### src/rtl/vend_sequencer.sv
// ============================================================================
// vend_sequencer: coin-credit vending controller (collect / dispense / change)
// Optional: define VEND_TIMEOUT_EN for a 255-cycle dispenser timeout.
// Rev 1.0
// ============================================================================
`default_nettype none

module vend_sequencer #(
  parameter int unsigned PRICE0     = 1,
  parameter int unsigned PRICE1     = 2,
  parameter int unsigned PRICE2     = 2,
  parameter int unsigned PRICE3     = 3,
  parameter int unsigned MAX_CREDIT = 9
) (
  input  logic       clk,
  input  logic       rst,
  input  logic       coin1,
  input  logic       coin2,
  input  logic       sel_valid,
  input  logic [1:0] sel,
  input  logic       cancel,
  output logic       disp_req,
  output logic [1:0] disp_sel,
  input  logic       disp_ack,
  output logic       ret_req,
  input  logic       ret_ack,
  output logic [3:0] credit,
  output logic       rej1,
  output logic       rej2,
  output logic       low_credit,
  output logic       fault
);

  localparam logic [4:0] C_MAX = 5'(MAX_CREDIT);

  typedef enum logic [1:0] {
    ST_COLLECT  = 2'd0,
    ST_DISPENSE = 2'd1,
    ST_CHANGE   = 2'd2
  } state_t;

  function automatic logic [3:0] price_of(input logic [1:0] idx);
    case (idx)
      2'd0:    price_of = 4'(PRICE0);
      2'd1:    price_of = 4'(PRICE1);
      2'd2:    price_of = 4'(PRICE2);
      default: price_of = 4'(PRICE3);
    endcase
  endfunction

  state_t     state_q, state_d;
  logic [3:0] credit_q, credit_d;
  logic       disp_req_q, disp_req_d;
  logic [1:0] disp_sel_q, disp_sel_d;
  logic       ret_req_q, ret_req_d;
  logic       rej1_q, rej1_d;
  logic       rej2_q, rej2_d;
  logic       low_credit_q, low_credit_d;
  logic       fault_d;
  logic [4:0] acc;
  logic [3:0] remain;
`ifdef VEND_TIMEOUT_EN
  logic [7:0] tmo_q, tmo_d;
  logic       fault_q;
`endif

  always_comb begin
    state_d      = state_q;
    credit_d     = credit_q;
    disp_req_d   = disp_req_q;
    disp_sel_d   = disp_sel_q;
    ret_req_d    = ret_req_q;
    rej1_d       = 1'b0;
    rej2_d       = 1'b0;
    low_credit_d = 1'b0;
    fault_d      = 1'b0;
    acc          = {1'b0, credit_q};
    remain       = credit_q - price_of(disp_sel_q);

    case (state_q)
      ST_COLLECT: begin
        // coin2 is judged first so coin1 sees the post-coin2 total
        if (coin2) begin
          if (acc + 5'd2 <= C_MAX) acc = acc + 5'd2;
          else                     rej2_d = 1'b1;
        end
        if (coin1) begin
          if (acc + 5'd1 <= C_MAX) acc = acc + 5'd1;
          else                     rej1_d = 1'b1;
        end
        credit_d = acc[3:0];
        if (cancel) begin
          if (credit_q != 4'd0) begin
            state_d   = ST_CHANGE;
            ret_req_d = 1'b1;
          end
        end else if (sel_valid) begin
          if (credit_q >= price_of(sel)) begin
            state_d    = ST_DISPENSE;
            disp_sel_d = sel;
            disp_req_d = 1'b1;
          end else begin
            low_credit_d = 1'b1;
          end
        end
      end

      ST_DISPENSE: begin
        rej1_d = coin1;
        rej2_d = coin2;
        if (disp_ack) begin
          credit_d   = remain;
          disp_req_d = 1'b0;
          ret_req_d  = (remain != 4'd0);
          state_d    = (remain != 4'd0) ? ST_CHANGE : ST_COLLECT;
        end
`ifdef VEND_TIMEOUT_EN
        else if (tmo_q == 8'd254) begin
          fault_d    = 1'b1;
          disp_req_d = 1'b0;
          ret_req_d  = (credit_q != 4'd0);
          state_d    = (credit_q != 4'd0) ? ST_CHANGE : ST_COLLECT;
        end
`endif
      end

      ST_CHANGE: begin
        rej1_d = coin1;
        rej2_d = coin2;
        if (ret_ack && ret_req_q) begin
          credit_d = credit_q - 4'd1;
          if (credit_q == 4'd1) begin
            ret_req_d = 1'b0;
            state_d   = ST_COLLECT;
          end
        end
      end

      default: begin
        state_d    = ST_COLLECT;
        disp_req_d = 1'b0;
        ret_req_d  = 1'b0;
      end
    endcase
  end

`ifdef VEND_TIMEOUT_EN
  // counts cycles spent waiting; restarts on every entry into DISPENSE
  always_comb begin
    tmo_d = 8'd0;
    if (state_q == ST_DISPENSE && state_d == ST_DISPENSE) tmo_d = tmo_q + 8'd1;
  end
`endif

  always_ff @(posedge clk or posedge rst) begin
    if (rst) begin
      state_q      <= ST_COLLECT;
      credit_q     <= 4'd0;
      disp_req_q   <= 1'b0;
      disp_sel_q   <= 2'd0;
      ret_req_q    <= 1'b0;
      rej1_q       <= 1'b0;
      rej2_q       <= 1'b0;
      low_credit_q <= 1'b0;
`ifdef VEND_TIMEOUT_EN
      tmo_q        <= 8'd0;
      fault_q      <= 1'b0;
`endif
    end else begin
      state_q      <= state_d;
      credit_q     <= credit_d;
      disp_req_q   <= disp_req_d;
      disp_sel_q   <= disp_sel_d;
      ret_req_q    <= ret_req_d;
      rej1_q       <= rej1_d;
      rej2_q       <= rej2_d;
      low_credit_q <= low_credit_d;
`ifdef VEND_TIMEOUT_EN
      tmo_q        <= tmo_d;
      fault_q      <= fault_d;
`endif
    end
  end

  assign credit     = credit_q;
  assign disp_req   = disp_req_q;
  assign disp_sel   = disp_sel_q;
  assign ret_req    = ret_req_q;
  assign rej1       = rej1_q;
  assign rej2       = rej2_q;
  assign low_credit = low_credit_q;
`ifdef VEND_TIMEOUT_EN
  assign fault      = fault_q;
`else
  assign fault      = 1'b0;
  wire unused_fault_d = fault_d;
`endif

endmodule

`default_nettype wire

### config.mk
export PLATFORM = sky130hd
export DESIGN_NAME = vend_sequencer
export DESIGN_NICKNAME = d
export VERILOG_FILES = /design/src/rtl/vend_sequencer.sv
export SDC_FILE = /design/constraint.sdc
export NUM_CORES = 1
export LEC_CHECK = 0
export ABC_AREA = 1
export BUFFER_PORTS_ARGS = -buffer_cell sky130_fd_sc_hd__buf_4
export CORE_MARGIN = 2
export CORE_UTILIZATION = 50
export CTS_CLUSTER_DIAMETER = 60
export DETAILED_ROUTE_END_ITERATION = 10
export GPL_TIMING_DRIVEN = 0
export PLACE_DENSITY = 0.72
export SYNTH_ARGS = -nofsm -noshare
export SYNTH_HDL_FRONTEND = slang
export SYNTH_SLANG_ARGS = --single-unit
export TNS_END_PERCENT = 20
### constraint.sdc
create_clock -name clk -period 6.1 [get_ports clk]
set_clock_uncertainty 0.05 [all_clocks]
set_input_delay 1.22 -clock clk [delete_from_list [all_inputs] [get_ports clk]]
set_output_delay 1.22 -clock clk [all_outputs]
set_load 0.02 [all_outputs]
* Word level (Yosys, flattened, before mapping)
Cells that the tools add are included. Widths: inputs -> output; s select.
Storage, ports and cells: bits in registers 13
Cells by class: bitwise gates (word level) 2, $add $sub $neg 4, equal/unequal tests 18, muxes and demuxes 43, reductions and logical operators 15, magnitude comparators 3
Operators with widths (count):
- $mux 4 | 7
- $mux 1 | 17
- $mux 2 | 8
- $ne 2x2->1 const B | 8
- $mux 5 | 3
- $pmux 4 s3 | 1
- $le 5x4->1 const B | 2
- $reduce_and 5->1 | 2
- $ne 3x3->1 const B | 3
- $pmux 2 s2 | 2
- $reduce_bool 4->1 | 2
- $eq 2x1->1 const B | 3
- $eq 2x2->1 const B | 3
- $logic_not 2->1 | 3
- $pmux 1 s3 | 2
- $pmux 2 s3 | 1
- $reduce_and 6->1 | 1
- $reduce_or 2->1 | 3
- $add 4x2->5 const B | 1
- $add 5x1->5 const B | 1
- $eq 4x1->1 const B | 1
- $ge 4x4->1 | 1
- $pmux 1 s2 | 2
- $reduce_and 4->1 | 1
- other kinds (6) | 7

* Longest topological paths before layout
depth in word-level cells 11, depth in mapped cells 20, gate-level depth less buffers 19

* Least setup slack after synthesis
OpenSTA, ideal clock, no wires.
kind register to register, start point register credit_q[1] (netlist: credit[1]), end point register credit_q[0] (netlist: credit[0]), slack 3.311 ns, data required time 5.933 ns, stages on the path, launching flop included 19, library setup time 0.117 ns, arrival time 2.622 ns, path through dfrtp_1 > inv_1 > ha_1 > inv_1 > nand2_1 > nand3_4 > nand3_4 > nand2_1 > nand2_1 > ha_1 > nor2_1 > nor2_1 > nand3b_1 > nand3_2 > nand3_4 > nand2_2 > nand2_2 > nand2_1 > nand2_1
On the way: longest elaborated chain between the ends 10
Ends and longest elaborated chain:
- start: declaration | RTL line 52 | logic [3:0] credit_q, credit_d;
- start signal: assignment | RTL line 171 | credit_q <= credit_d;
- $add 4x2->5 | RTL line 84 | if (acc + 5'd2 <= C_MAX) acc = acc + 5'd2;
- $le 5x4->1 | RTL line 84
- $mux 5 | RTL line 84
- $mux 5 (*) | RTL line 83 | if (coin2) begin
- $mux 5 (*) | RTL line 80 | case (state_q)
- $add 5x1->5 | RTL line 88 | if (acc + 5'd1 <= C_MAX) acc = acc + 5'd1;
- $le 5x4->1 | RTL line 88
- $mux 4 | RTL line 88
- $mux 4 (*) | RTL line 87 | if (coin1) begin
- $pmux 4 s3 (*) | RTL line 80
Mark *: on every way between the ends. The rest lies on a longest branch, timed or not. The select of a mux whose other input is x is not followed. A chain may end at the register's enable or synchronous reset.

* Worst setup path in the final report
start point register credit_q[1] (netlist: credit[1]), end point register credit_q[2] (netlist: credit[2])
On the way: longest elaborated chain between the ends 10, elaborated cells between the ends (all ways) 14, those cells by class add/sub: 4; order compare: 2; mux: 8
Ends and longest elaborated chain (RTL line):
- $add 4x2->5 | 84
- $le 5x4->1 | 84
- $mux 5 | 84
- $mux 5 | 83
- $mux 5 | 80
- $add 5x1->5 | 88
- $le 5x4->1 | 88
- $mux 4 | 88
- $mux 4 | 87
- $pmux 4 s3 (*) | 80
Marks and branches as above.

==> out/results.txt <==
Status: finished clean
Post-synthesis mux area share: 0
Root Buffer: clkbuf_4
Initial antenna violation count: 0
Rows: 19
Multi-input gate area: 917 sq um
Commonest cells post-synth: nand2_1, inv_1, ha_1
#FFs+latches synth: 13
Layout cells sized above 1: 0.189
Worst hold margin: 0.472 ns
Leakage: 0.894 nW
Post-Synth Simple-Gate Area: 0.349
FFs w/ async S/R, synth: 1.00
Avg Inst Size Synth: 7.05 sq um
DIE HEIGHT: 56.8 um
Ant. Diodes: 0
Final worst path period need: 3.06 ns
RSZ-0062 raised after global routing: false
Initial DRT Pass Iterations: 4
Final #Nets: 254
Largest net degree at the start of global routing: 14
Htree depth: 1
DP Wirelength: 2480 um
Worst slew pin tran: 0.537 ns
WS Path Type: reg -> reg
Cell Area, Synth: 1400 sq um
Max Freq: 327 MHz
Register area: 325 sq um
Synth warnings: 0
Setup WS pre-CTS: 3.03 ns
Clock latency on the worst-skew pair: 0.27 ns
I/O Pins: 22
PD cells: 580 nW/um^2
Fin crit share: 0.502
Most frequent CP cell: nand2_1
Setup ws final: 3.04 ns
CTS resizes: 0
Final count of hold timing violations: 0
Cells after Synth: 198
Critical path data required time: 6.20 ns
Area leader, netlist: dfrtp_1
Crit-path max FO: 11
Max cap viols: 0
DRC Markers: 0
TNS Setup: 0 ns
Die Width: 56.8 um
Peak supply drop: 0.370 mV
Max-slew headroom: 0.641
Synth area leaders: dfrtp_1, ha_1, nand2_1
Post-synth top area share: 0.233
Class of the worst hold path: reg -> reg
Fillers: 273
CP Launch Type: flop
Main synth FF type: dfrtp_1
Number of global-route vias before repair: 1329
Final slew viol count: 0
Largest family of logic cells by synthesized area: simple AND/OR/NAND/NOR gates
Setup bufs post-CTS: 0
CP max-delay cell: dfrtp_1
Clock Sinks: 13
Detailed Route WL: 3120 um
Post-synthesis xor/xnor area fraction: 0.00627
First-pass GRT wire length: 5490 um
CP cell instances: inv_1 -> ha_1 -> inv_1 -> nand2_1 -> nand3_4 -> nand3_4 -> nand2_1 -> nand2_1 -> ha_1 -> nor2_1 -> nor2_1 -> nand3b_1 -> nand3_2 -> nand3_4 -> nand2_1 -> nand3_1 -> nand2_1 -> nand2_1
Synth unique cells: 27
Mean routed wirelength per cell: 12.3 um
Max stage delay on crit path: 0.62 ns
Port-buffer cells: 20
CP endpoint kind: flop
Post-synth net total: 229
Seq/Total Area, Yosys: 0.233
# hold bufs at CTS: 0
Post-synth EDFFs: 0
Final Wtd Congestion: 0.850
Area grow syn2layout: 15.4%
Post-layout util: 0.595
DIE AREA: 3230 sq um
Endpoints failing setup: 0
Most numerous cell in the Yosys netlist: nand2_1
Longest Clk Path Bufs: 2
CTS buffer count: 3
DRT antenna net count: 0
Initial Util: 0.515
Grt total ovfl: 0
Worst-path clk slew: 0.08 ns
Synth Area in Compound Gates: 0.105
Number of vias per cell: 5.34
Synth Area in Adders: 0.194
First DRT Iteration DRCs: 40
CTS tree: yes
Overall Global Routing Usage: 0.213
Vias: 1351
Core area: 2710 sq um
CP arrival: 3.17 ns
worst paths after layout:
check,start,endpoint,slack (ns),cells past startpoint
min reg2reg,disp_sel[1],disp_sel[1],0.47,2
max in group asynchronous,rst,ret_req,4.71,2
min,disp_sel[1],disp_sel[1],0.47,2
min in group asynchronous,rst,disp_req,0.94,2
max,credit[1],credit[2],3.04,18
max reg2reg,credit[1],credit[2],3.04,18
layout make-up:
| type | instances | share of cell area |
|---|---|---|
| Timing Repair Buffer | 20 | 0.0932 |
| Buffer | 2 | 0.00932 |
| Inverter | 37 | 0.0862 |
| Sequential cell | 13 | 0.202 |
| Clock buffer | 4 | 0.0163 |
| Multi-Input combinational cell | 146 | 0.569 |
| Tap cell | 31 | 0.0241 |
per-layer routing:
layer	global-route usage	part of all wire	routed length, um
met5	0	0	0
met4	0.0731	0.021	67
met3	0.0138	0.053	166
met2	0.380	0.49	1540
met1	0.271	0.43	1350
worst max-delay path, delay by kind of cell, from the launching register on:
kind	cells	cell delay [ns]
and+or+nand+nor	14	1.26
adders and majority gates	2	0.66
DFF	1	0.62
buffers and inverters	2	0.36
cell families after synthesis:
logic type / count (synthesis)
AOI/OAI and AO/OA: 23
buffers and inverters: 39
and+or+nand+nor: 100
DFF: 13
xor gates and xnor gates: 1
other: 1
adders and majority gates: 21
state kept, by name, indices dropped and copies added (netlist names):
signal and cells:
rej2 1, credit 4, disp_sel 2, disp_req 1
state_q 2, ret_req 1, rej1 1, low_credit 1
through the flow:
stage / power (W) / instance area, sq um / instances
floorplan: 0.000703 / 1400 / 198
global placement: 0.000863 / 1590 / 249
detailed placement: 0.000877 / 1590 / 249
CTS: 0.000939 / 1610 / 253
global route: 0.00105 / 1610 / 253
finish: 0.000935 / 1610 / 253
power breakdown:
group / switching (W) / total, W / internal (W)
Combinational: 0.000440 / 0.000710 / 0.000270
Sequential: 0.0000476 / 0.000172 / 0.000125
Clock: 0.0000273 / 0.0000526 / 0.0000253
cells in the final DEF (no fill, tap or decap), types with 2 or more instances in the layout:
cell type,count
nand2_1,54
inv_1,35
buf_4,22
ha_1,20
nand3_1,13
dfrtp_1,13
nor2_1,10
nand4_1,9
o21ai_0,8
nand2_2,8
a21oi_1,5
nand3_4,3
clkbuf_4,3
inv_2,2
a41oi_1,2
o22ai_1,2
(Power assumes the default switching activity.)
